### src/rtl/seg_scan_decoder_if.sv
// Bus bundle for seg_scan_decoder: snooped display pins plus the frame valid/ready port.
// The slave modport is the decoder's view; the master modport is the display/consumer side.
interface seg_scan_decoder_if #(
    parameter int unsigned DIGITS = 4
);
    logic [DIGITS-1:0]   an;
    logic [6:0]          seg;
    logic                frame_ready;
    logic [4*DIGITS-1:0] digit_q;
    logic [DIGITS-1:0]   digit_err;
    logic                frame_valid;
    logic                overrun;

    modport master (
        output an, seg, frame_ready,
        input  digit_q, digit_err, frame_valid, overrun
    );

    modport slave (
        input  an, seg, frame_ready,
        output digit_q, digit_err, frame_valid, overrun
    );
endinterface

### src/rtl/seg_scan_decoder.sv
// seg_scan_decoder: snoops a multiplexed active-low 7-segment bus, waits for each scanned digit
// to hold steady, decodes it back to a hex nibble and delivers one frame per full scan on a
// valid/ready port.
// Optional build macro SEG_ERR_COUNT_EN adds an 8-bit saturating count of illegal-pattern captures.
module seg_scan_decoder #(
    parameter int unsigned DIGITS        = 4,
    parameter int unsigned STABLE_CYCLES = 8
) (
    input  logic              clk,
    input  logic              rst_n,
    seg_scan_decoder_if.slave bus
`ifdef SEG_ERR_COUNT_EN
    ,
    output logic [7:0]        err_count
`endif
);

    typedef enum logic [1:0] {
        StIdle,
        StSettle,
        StHeld
    } state_e;

    // The sample that exposes a change is the first of its window, so a window of
    // STABLE_CYCLES identical samples is reached when the repeat count hits STABLE_CYCLES-1.
    localparam logic [7:0] StableMax  = 8'(STABLE_CYCLES);
    localparam logic [7:0] StableLast = 8'(STABLE_CYCLES - 1);

    // Returns {err, nibble}; unmatched patterns decode to nibble 0 with err set.
    function automatic logic [4:0] decode_seg(input logic [6:0] pattern);
        logic [4:0] res;
        case (pattern)
            7'h40:   res = 5'h00;
            7'h79:   res = 5'h01;
            7'h24:   res = 5'h02;
            7'h30:   res = 5'h03;
            7'h19:   res = 5'h04;
            7'h12:   res = 5'h05;
            7'h02:   res = 5'h06;
            7'h78:   res = 5'h07;
            7'h00:   res = 5'h08;
            7'h18:   res = 5'h09;
            7'h08:   res = 5'h0A;
            7'h03:   res = 5'h0B;
            7'h27:   res = 5'h0C;
            7'h21:   res = 5'h0D;
            7'h06:   res = 5'h0E;
            7'h0E:   res = 5'h0F;
            default: res = 5'h10;
        endcase
        return res;
    endfunction

    logic [DIGITS-1:0]   an_m;
    logic [DIGITS-1:0]   an_s;
    logic [DIGITS-1:0]   an_p;
    logic [6:0]          seg_m;
    logic [6:0]          seg_s;
    logic [6:0]          seg_p;
    logic [7:0]          stable_cnt;
    state_e              state;
    logic [DIGITS-1:0]   seen;
    logic [4*DIGITS-1:0] shadow_digit;
    logic [DIGITS-1:0]   shadow_err;
    logic [4*DIGITS-1:0] frame_digit;
    logic [DIGITS-1:0]   frame_err;
    logic                frame_valid_r;
    logic                overrun_r;

    logic                sample_change;
    logic                anode_legal;
    logic [7:0]          stable_cnt_next;
    logic                capture;
    logic [DIGITS-1:0]   capture_mask;
    logic                frame_full;
    logic                frame_load;
    logic                xfer;
    logic [3:0]          dec_nibble;
    logic                dec_err;

    assign {dec_err, dec_nibble} = decode_seg(seg_s);

    // Change detection, stability count, capture and frame-completion decisions.
    always_comb begin
        sample_change = {an_s, seg_s} != {an_p, seg_p};
        anode_legal   = $onehot(~an_s);
        if (sample_change) begin
            stable_cnt_next = 8'd0;
        end else if (stable_cnt == StableMax) begin
            stable_cnt_next = stable_cnt;
        end else begin
            stable_cnt_next = stable_cnt + 8'd1;
        end
        capture      = (state == StSettle) && !sample_change && (stable_cnt_next == StableLast);
        capture_mask = capture ? ~an_s : '0;
        frame_full   = &seen;
        frame_load   = frame_full && (!frame_valid_r || bus.frame_ready);
        xfer         = frame_valid_r && bus.frame_ready;
    end

    // Two-flop synchronizers on the pins plus the previous-sample register for change detection.
    always_ff @(posedge clk or negedge rst_n) begin
        if (!rst_n) begin
            an_m  <= '0;
            an_s  <= '0;
            an_p  <= '0;
            seg_m <= '0;
            seg_s <= '0;
            seg_p <= '0;
        end else begin
            an_m  <= bus.an;
            an_s  <= an_m;
            an_p  <= an_s;
            seg_m <= bus.seg;
            seg_s <= seg_m;
            seg_p <= seg_s;
        end
    end

    // Saturating count of repeats of the current sample.
    always_ff @(posedge clk or negedge rst_n) begin
        if (!rst_n) begin
            stable_cnt <= '0;
        end else begin
            stable_cnt <= stable_cnt_next;
        end
    end

    // Scan FSM: wait for a legal anode, let it settle, capture once per stable window.
    always_ff @(posedge clk or negedge rst_n) begin
        if (!rst_n) begin
            state <= StIdle;
        end else begin
            unique case (state)
                StIdle: begin
                    if (sample_change && anode_legal) begin
                        state <= StSettle;
                    end
                end
                StSettle: begin
                    if (sample_change) begin
                        state <= anode_legal ? StSettle : StIdle;
                    end else if (capture) begin
                        state <= StHeld;
                    end
                end
                StHeld: begin
                    if (sample_change) begin
                        state <= anode_legal ? StSettle : StIdle;
                    end
                end
                default: state <= StIdle;
            endcase
        end
    end

    // Shadow slots and seen mask; a completed frame clears seen on the following edge.
    always_ff @(posedge clk or negedge rst_n) begin
        if (!rst_n) begin
            seen         <= '0;
            shadow_digit <= '0;
            shadow_err   <= '0;
        end else begin
            seen <= (frame_full ? '0 : seen) | capture_mask;
            for (int i = 0; i < int'(DIGITS); i++) begin
                if (capture_mask[i]) begin
                    shadow_digit[4*i +: 4] <= dec_nibble;
                    shadow_err[i]          <= dec_err;
                end
            end
        end
    end

    // Output frame register and handshake; a load on the transfer edge keeps frame_valid high.
    always_ff @(posedge clk or negedge rst_n) begin
        if (!rst_n) begin
            frame_digit   <= '0;
            frame_err     <= '0;
            frame_valid_r <= 1'b0;
            overrun_r     <= 1'b0;
        end else if (frame_load) begin
            frame_digit   <= shadow_digit;
            frame_err     <= shadow_err;
            frame_valid_r <= 1'b1;
            overrun_r     <= 1'b0;
        end else if (frame_full) begin
            overrun_r <= 1'b1;
        end else if (xfer) begin
            frame_valid_r <= 1'b0;
            overrun_r     <= 1'b0;
        end
    end

    assign bus.digit_q     = frame_digit;
    assign bus.digit_err   = frame_err;
    assign bus.frame_valid = frame_valid_r;
    assign bus.overrun     = overrun_r;

`ifdef SEG_ERR_COUNT_EN
    logic [7:0] err_cnt_r;

    // Saturating tally of captures whose pattern was not in the code table.
    always_ff @(posedge clk or negedge rst_n) begin
        if (!rst_n) begin
            err_cnt_r <= '0;
        end else if (capture && dec_err && (err_cnt_r != 8'hFF)) begin
            err_cnt_r <= err_cnt_r + 8'd1;
        end
    end

    assign err_count = err_cnt_r;
`endif

endmodule
### src/flat_wrapper.sv
// flat-port wrapper written by rule: the top's interface ports become plain ports
module seg_scan_decoder_flat 
#(
    parameter int unsigned DIGITS        = 4,
    parameter int unsigned STABLE_CYCLES = 8
)
  (clk, rst_n, bus_an, bus_seg, bus_frame_ready, bus_digit_q, bus_digit_err, bus_frame_valid, bus_overrun);
  seg_scan_decoder_if #(.DIGITS(DIGITS)) bus_i ();
  input  logic clk;
  input  logic rst_n;
  input wire logic [$bits(bus_i.an)-1:0] bus_an;
  input wire logic [$bits(bus_i.seg)-1:0] bus_seg;
  input wire logic [$bits(bus_i.frame_ready)-1:0] bus_frame_ready;
  output wire logic [$bits(bus_i.digit_q)-1:0] bus_digit_q;
  output wire logic [$bits(bus_i.digit_err)-1:0] bus_digit_err;
  output wire logic [$bits(bus_i.frame_valid)-1:0] bus_frame_valid;
  output wire logic [$bits(bus_i.overrun)-1:0] bus_overrun;
  assign bus_i.an = bus_an;
  assign bus_i.seg = bus_seg;
  assign bus_i.frame_ready = bus_frame_ready;
  assign bus_digit_q = bus_i.digit_q;
  assign bus_digit_err = bus_i.digit_err;
  assign bus_frame_valid = bus_i.frame_valid;
  assign bus_overrun = bus_i.overrun;
  seg_scan_decoder #(.DIGITS(DIGITS), .STABLE_CYCLES(STABLE_CYCLES)) u_core (.clk(clk), .rst_n(rst_n), .bus(bus_i));
endmodule
### config.mk
export PLATFORM = sky130hd
export DESIGN_NAME = seg_scan_decoder_flat
export DESIGN_NICKNAME = d
export VERILOG_FILES = /design/src/rtl/seg_scan_decoder_if.sv /design/src/rtl/seg_scan_decoder.sv /design/src/flat_wrapper.sv
export SDC_FILE = /design/constraint.sdc
export NUM_CORES = 1
export LEC_CHECK = 0
export ABC_CLOCK_PERIOD_IN_PS = 2370
export CAP_MARGIN = 10
export CORE_ASPECT_RATIO = 0.75
export CORE_UTILIZATION = 40
export CTS_CLUSTER_DIAMETER = 40
export DETAILED_ROUTE_END_ITERATION = 12
export DONT_BUFFER_PORTS = 1
export SETUP_SLACK_MARGIN = 0.05
export SLEW_MARGIN = 20
export SYNTH_ARGS = -nofsm -noshare
export SYNTH_HDL_FRONTEND = slang
export SYNTH_SLANG_ARGS = --single-unit
### constraint.sdc
create_clock -name clk -period 2.37 [get_ports clk]
set_input_delay 0.711 -clock clk [delete_from_list [all_inputs] [get_ports clk]]
set_output_delay 0.711 -clock clk [all_outputs]
set_load 0.05 [all_outputs]
==> impl_metrics.tcl, run 1 <==
set metrics [dict create \
    status "finished, final reports clean" \
    synth-xor-area-share 0.0539 \
    pwr-share-clk 0.443 \
    worst_path_max_delay_cell "dfrtp_1" \
    clock_skew_ps 8.78 \
    fin_crit_ps 2070 \
    netlist_top_cells_count "89 x dfrtp_1, 32 x mux2_2, 14 x xnor2_1" \
    synth_fa_ha_area_frac 0.0222 \
    rsz0062_at_grt "false" \
    die-area_um2 9680 \
    synth_top_area_frac 0.599 \
    hold_violations 0 \
    start_util 0.411 \
    syn_to_final_growth_pct 12.1 \
    ys_seq_area_frac 0.599 \
    critPathBufInv 0 \
    max_stage_delay_ps 400 \
    numCtsBuffers 9 \
    ff_latch_area_um2 2230 \
    ctsHtreeMaxLevel 3 \
    cp_cell_sequence "ha_1 -> xor2_1 -> nand4_1 -> nor2_2 -> and4_1 -> mux2_2" \
    root_buffer "clkbuf_16" \
    synth_area_leaders "dfrtp_1 60%, mux2_2 9.7%, xnor2_1 3.3%" \
    clock_latency_ps 330 \
    synthMostInstantiatedCell "dfrtp_1" \
    drive_above_1_share 0.261 \
    combPwrFrac 0.040 \
    synth-edff-count 0 \
    tightest_slew_ps 572 \
    max_freq_ghz 0.482 \
    ys_warn_count 0 \
    intPower_uw 2400 \
    final_cell_area_um2 4170 \
    slew_viol_final 0 \
    synth.area.mux_share 0.132 \
    tritoncts "yes" \
    cp.required_ps 2590 \
    grt_max_degree 90 \
    synthSimpleGateAreaFrac 0.104 \
    r2r-end "u_core.shadow_digit[4]" \
    wirelength_um 6350 \
    leakage_uw 0.00197 \
    io_buffers 0 \
    route.detailed.wl_per_inst_um 15.3 \
    setup_viol 0 \
    setup_ws_ps 297 \
    gr-total-overflow 0 \
    p_per_area_nw_per_um2 733 \
    drt-vias-per-instance 5.06 \
    grt_use_total 0.147 \
    async_flop_share 1.00 \
    synthFlopType "dfrtp_1" \
    ant_nets 0 \
    routabilityCongestion 0.836 \
    die_y_um 85.5 \
    finalCritPeriodShare 0.875 \
    dp_hpwl_um 4340 \
    synth_area_leader_cell "dfrtp_1" \
    r2r_cells 6 \
    ios 36 \
    endpoint_kind "flip-flop" \
    core_area_um2 9050 \
    syn_area_um2 3720 \
    fillers 808 \
    grt_pass1_wl_um 10700 \
    placedInstanceArea_um2 3870 \
    seqPwrFrac 0.517 \
    ir_worst_vdd_v 0.000429 \
    r2r_start "u_core.stable_cnt[0]" \
    n_antenna_cell 0 \
    synthCells 273 \
    cts.sinks 89 \
    cap_viol_max_count 0 \
    worstSetupStartpointType "flip-flop" \
    die_width_um 113 \
    nNetsFinal 302 \
    yosysUniqueCellTypes 50 \
    worstPathMaxFanout 6 \
    vias 2101 \
    dp_slack_ps 298 \
    reg2reg_slack_ps 300 \
    hold_path.class "input port to asynchronous set/reset pin" \
    multiInputGateArea_um2 1340 \
    switching_share 0.213 \
    clkSlewWorstSetupHoldPaths_ps 60 \
    clk_path_buf_depth 2 \
    synth_compound_area_frac 0.0492 \
    synth-seq-cells 89 \
    cts_setup_buffers 0 \
    critPathTopFamily "simple AND/OR/NAND/NOR gates" \
    cts-resized-gates 0 \
    cts_hold_buf 0 \
    synth_top_family_by_area "multiplexers" \
    antenna_found_initial 0 \
    arrival_ps 2290 \
    row_count 30 \
    syn_area_per_cell_um2 13.6 \
    dr.pass1.iters 4 \
    fin_tns_setup_ps 0 \
    switchingPower_uw 650 \
    drc 0 \
    grt_pass1_vias 2064 \
    syn_nets 293 \
    critPathKind "flip-flop to flip-flop" \
    relSlewSlack 0.619 \
    drt_first_iter_violations 112 \
]
==> layout make-up <==
type,count,area share
sequential,89,0.535
tap,128,0.0385
clock buffer,13,0.0649
timing repair buffer,13,0.0234
multi-input combinational,157,0.323
clock inverter,3,0.00511
inverter,12,0.0108
==> cells in the final DEF, fill, tap and decap left out, types with 2 or more instances in the layout <==
master and n:
dfrtp_1 89, mux2_2 32, xnor2_1 14, buf_4 13, inv_1 12, nand3_1 9, clkbuf_16 9, nand4_1 7
xor2_1 7, nor2_1 7, nand2_1 5, o21ai_0 5, mux2_4 5, ha_1 5, and2_1 4, nor3_1 4
a21o_1 4, nor2b_1 4, a21oi_1 4, and3_1 3, and4_1 3, a211o_1 3, mux2_1 3, clkbuf_8 3
nor4_1 2, mux2i_1 2, or4_1 2
==> metal layers <==
layer / share of wire / GRT usage / up-vias
met5: 0 / 0 / -
met4: 0.015 / 0.0646 / 0
li1: - / - / 974
met1: 0.52 / 0.216 / 1074
met3: 0.043 / 0.0464 / 9
met2: 0.42 / 0.199 / 44
==> cell families after synthesis <==
| logic type | after synthesis |
|---|---|
| multiplexers | 42 |
| AND/OR/NAND/NOR | 62 |
| AO/OA/AOI/OAI | 25 |
| XOR/XNOR | 22 |
| buffers and inverters | 27 |
| flip-flops | 89 |
| adder cells (fa/ha/maj) | 6 |
==> how the worst max path moves through the flow <==
stage | start | to | slack [ps] | depth (start not counted)
3_3_place_gp | u_core.stable_cnt[0] | u_core.shadow_digit[4] | 360 | 6
3_5_place_dp | u_core.stable_cnt[0] | u_core.shadow_digit[4] | 300 | 6
2_1_floorplan | u_core.seg_s[5] | u_core.shadow_digit[10] | 540 | 8
6_report | u_core.stable_cnt[0] | u_core.shadow_digit[4] | 300 | 6
5_1_grt | u_core.stable_cnt[0] | u_core.shadow_digit[4] | 130 | 6
4_1_cts | u_core.stable_cnt[0] | u_core.shadow_digit[4] | 300 | 6
==> power groups by stage <==
stage | combinational [µW] | sequential [µW] | clock (µW)
2_1_floorplan | 89.8 | 1610 | 0
3_3_place_gp | 119 | 1610 | 0
3_5_place_dp | 121 | 1610 | 0
4_1_cts | 121 | 1580 | 1400
5_1_grt | 136 | 1580 | 1450
6_report | 121 | 1580 | 1350
==> registers in the layout, indices dropped and copies added (netlist names), 7 cells and up <==
register             count
u_core.bus.digit_q      16
u_core.shadow_digit     16
u_core.stable_cnt        8
u_core.seg_m             7
u_core.seg_p             7
u_core.seg_s             7
==> per-stage QoR <==
stage | util | cells | power [µW] | hold slack (ps)
after floorplan | - | 273 | 1690 | 331
after global placement | 0.428 | 399 | 1730 | 334
after detailed placement | 0.428 | 399 | 1730 | 338
after CTS | 0.460 | 415 | 3100 | 55.5
after global routing | 0.460 | 415 | 3170 | 56.5
final | 0.460 | 415 | 3050 | 72.3
No activity file was read; power rests on OpenSTA's default activity.
==> inputs of run 2 (changes only) <==
- BUFFER_PORTS_ARGS: not set -> -buffer_cell sky130_fd_sc_hd__buf_2
- DONT_BUFFER_PORTS: 1 -> not set
- GPL_TIMING_DRIVEN: not set -> 0
==> impl_metrics.tcl, run 2 (same netlist as run 1, synthesis figures left out) <==
set metrics [dict create \
    nNetsFinal 340 \
    dr.pass1.iters 4 \
    multiInputGateArea_um2 1350 \
    cp.required_ps 2590 \
    root_buffer "clkbuf_16" \
    slew_viol_final 0 \
    ir_worst_vdd_v 0.000352 \
    core_area_um2 9050 \
    cts_hold_buf 0 \
    dp_hpwl_um 4250 \
    clkSlewWorstSetupHoldPaths_ps 60 \
    p_per_area_nw_per_um2 713 \
    ios 36 \
    max_stage_delay_ps 410 \
    routabilityCongestion 0.811 \
    ant_nets 0 \
    status "finished, final reports clean" \
    syn_to_final_growth_pct 18.2 \
    die_width_um 113 \
    worst_path_max_delay_cell "dfrtp_1" \
    relSlewSlack 0.622 \
    setup_ws_ps 323 \
    gr-total-overflow 0 \
    mostFrequentLayoutCells "89 x dfrtp_1, 42 x buf_2, 32 x mux2_2" \
    ff_latch_area_um2 2230 \
    clock_latency_ps 340 \
    worstSetupStartpointType "flip-flop" \
    hold_path.class "flip-flop to flip-flop" \
    critPathTopFamily "simple AND/OR/NAND/NOR gates" \
    endpoint_kind "flip-flop" \
    cts_setup_buffers 0 \
    wirelength_um 6110 \
    ctsHtreeMaxLevel 3 \
    drt_first_iter_violations 105 \
    dp_slack_ps 143 \
    fin_crit_ps 2050 \
    clk_path_buf_depth 2 \
    cp_cell_sequence "ha_1 -> xor2_1 -> nand4_1 -> nor2_2 -> and4_1 -> buf_4 -> mux2_2" \
    cts-resized-gates 0 \
    drive_above_1_share 0.351 \
    critPathBufInv 1 \
    grt_pass1_vias 2114 \
    row_count 30 \
    io_buffers 35 \
    die_y_um 85.5 \
    rsz0062_at_grt "false" \
    route.detailed.wl_per_inst_um 13.5 \
    grt_max_degree 48 \
    grt_use_total 0.149 \
    arrival_ps 2260 \
    cap_viol_max_count 0 \
    cts.sinks 89 \
    worstPathMaxFanout 6 \
    n_antenna_cell 0 \
    fillers 821 \
    antenna_found_initial 0 \
    drt-vias-per-instance 4.83 \
    reg2reg_slack_ps 320 \
    clock_skew_ps 7.87 \
    hold_violations 0 \
    start_util 0.411 \
    finalCritPeriodShare 0.864 \
    critPathKind "flip-flop to flip-flop" \
    tightest_slew_ps 561 \
    grt_pass1_wl_um 10900 \
    tritoncts "yes" \
    max_freq_ghz 0.489 \
    drc 0 \
    vias 2186 \
    leakage_uw 0.00218 \
    setup_viol 0 \
    die-area_um2 9680 \
    final_common_cell "dfrtp_1" \
    whs_ps 346 \
    numCtsBuffers 9 \
]
[run 2: layout make-up]
class | count | share of cell area
Inverter | 12 | 0.0103
Timing Repair Buffer | 36 | 0.0467
Multi-Input combinational cell | 157 | 0.307
Buffer | 15 | 0.0236
Clock buffer | 13 | 0.0638
Clock inverter | 3 | 0.00513
Sequential cell | 89 | 0.507
Tap cell | 128 | 0.0365
[run 2: per-stage QoR]
| stage | cells | cell area [µm²] | power [µW] | TNS, ps | utilization |
|---|---|---|---|---|---|
| floorplan | 273 | 3720 | 1690 | 0 | - |
| global placement | 436 | 4050 | 1760 | -16780 | 0.448 |
| detailed placement | 437 | 4080 | 1770 | 0 | 0.451 |
| CTS | 453 | 4380 | 3180 | 0 | 0.485 |
| global route | 453 | 4390 | 3260 | 0 | 0.485 |
| finish | 453 | 4390 | 3130 | 0 | 0.485 |
[run 2: power breakdown]
group,internal (µW),switching (µW)
clock network,827,563
registers,1550,25.5
logic,63.3,98.3
total,2440,687
[run 2: worst paths after layout]
check	from	end	depth (start not counted)
worst min-delay path	u_core.an_m[3]	u_core.an_s[3]	0
worst max-delay path	u_core.stable_cnt[0]	u_core.shadow_digit[3]	7
worst max register to register	u_core.stable_cnt[0]	u_core.shadow_digit[3]	7
worst min register to register	u_core.an_m[3]	u_core.an_s[3]	0
max in group asynchronous	rst_n	u_core.shadow_digit[7]	2
min in group asynchronous	rst_n	u_core.stable_cnt[0]	1
[run 2: layer usage]
metal,routed length [µm],vias to the layer above,track usage
met2,2560,52,0.201
li1,-,1055,-
met4,111,0,0.0706
met5,0,-,0
met3,267,10,0.0457
met1,3170,1069,0.216
[run 2: worst reg2reg max path, delay by kind of cell (launching register included)]
kind,cells,cell delay [ps]
muxes,1,340
adders and majority gates,1,250
buffers and inverters,1,160
DFF,1,410
and+or+nand+nor,3,580
xor gates and xnor gates,1,180
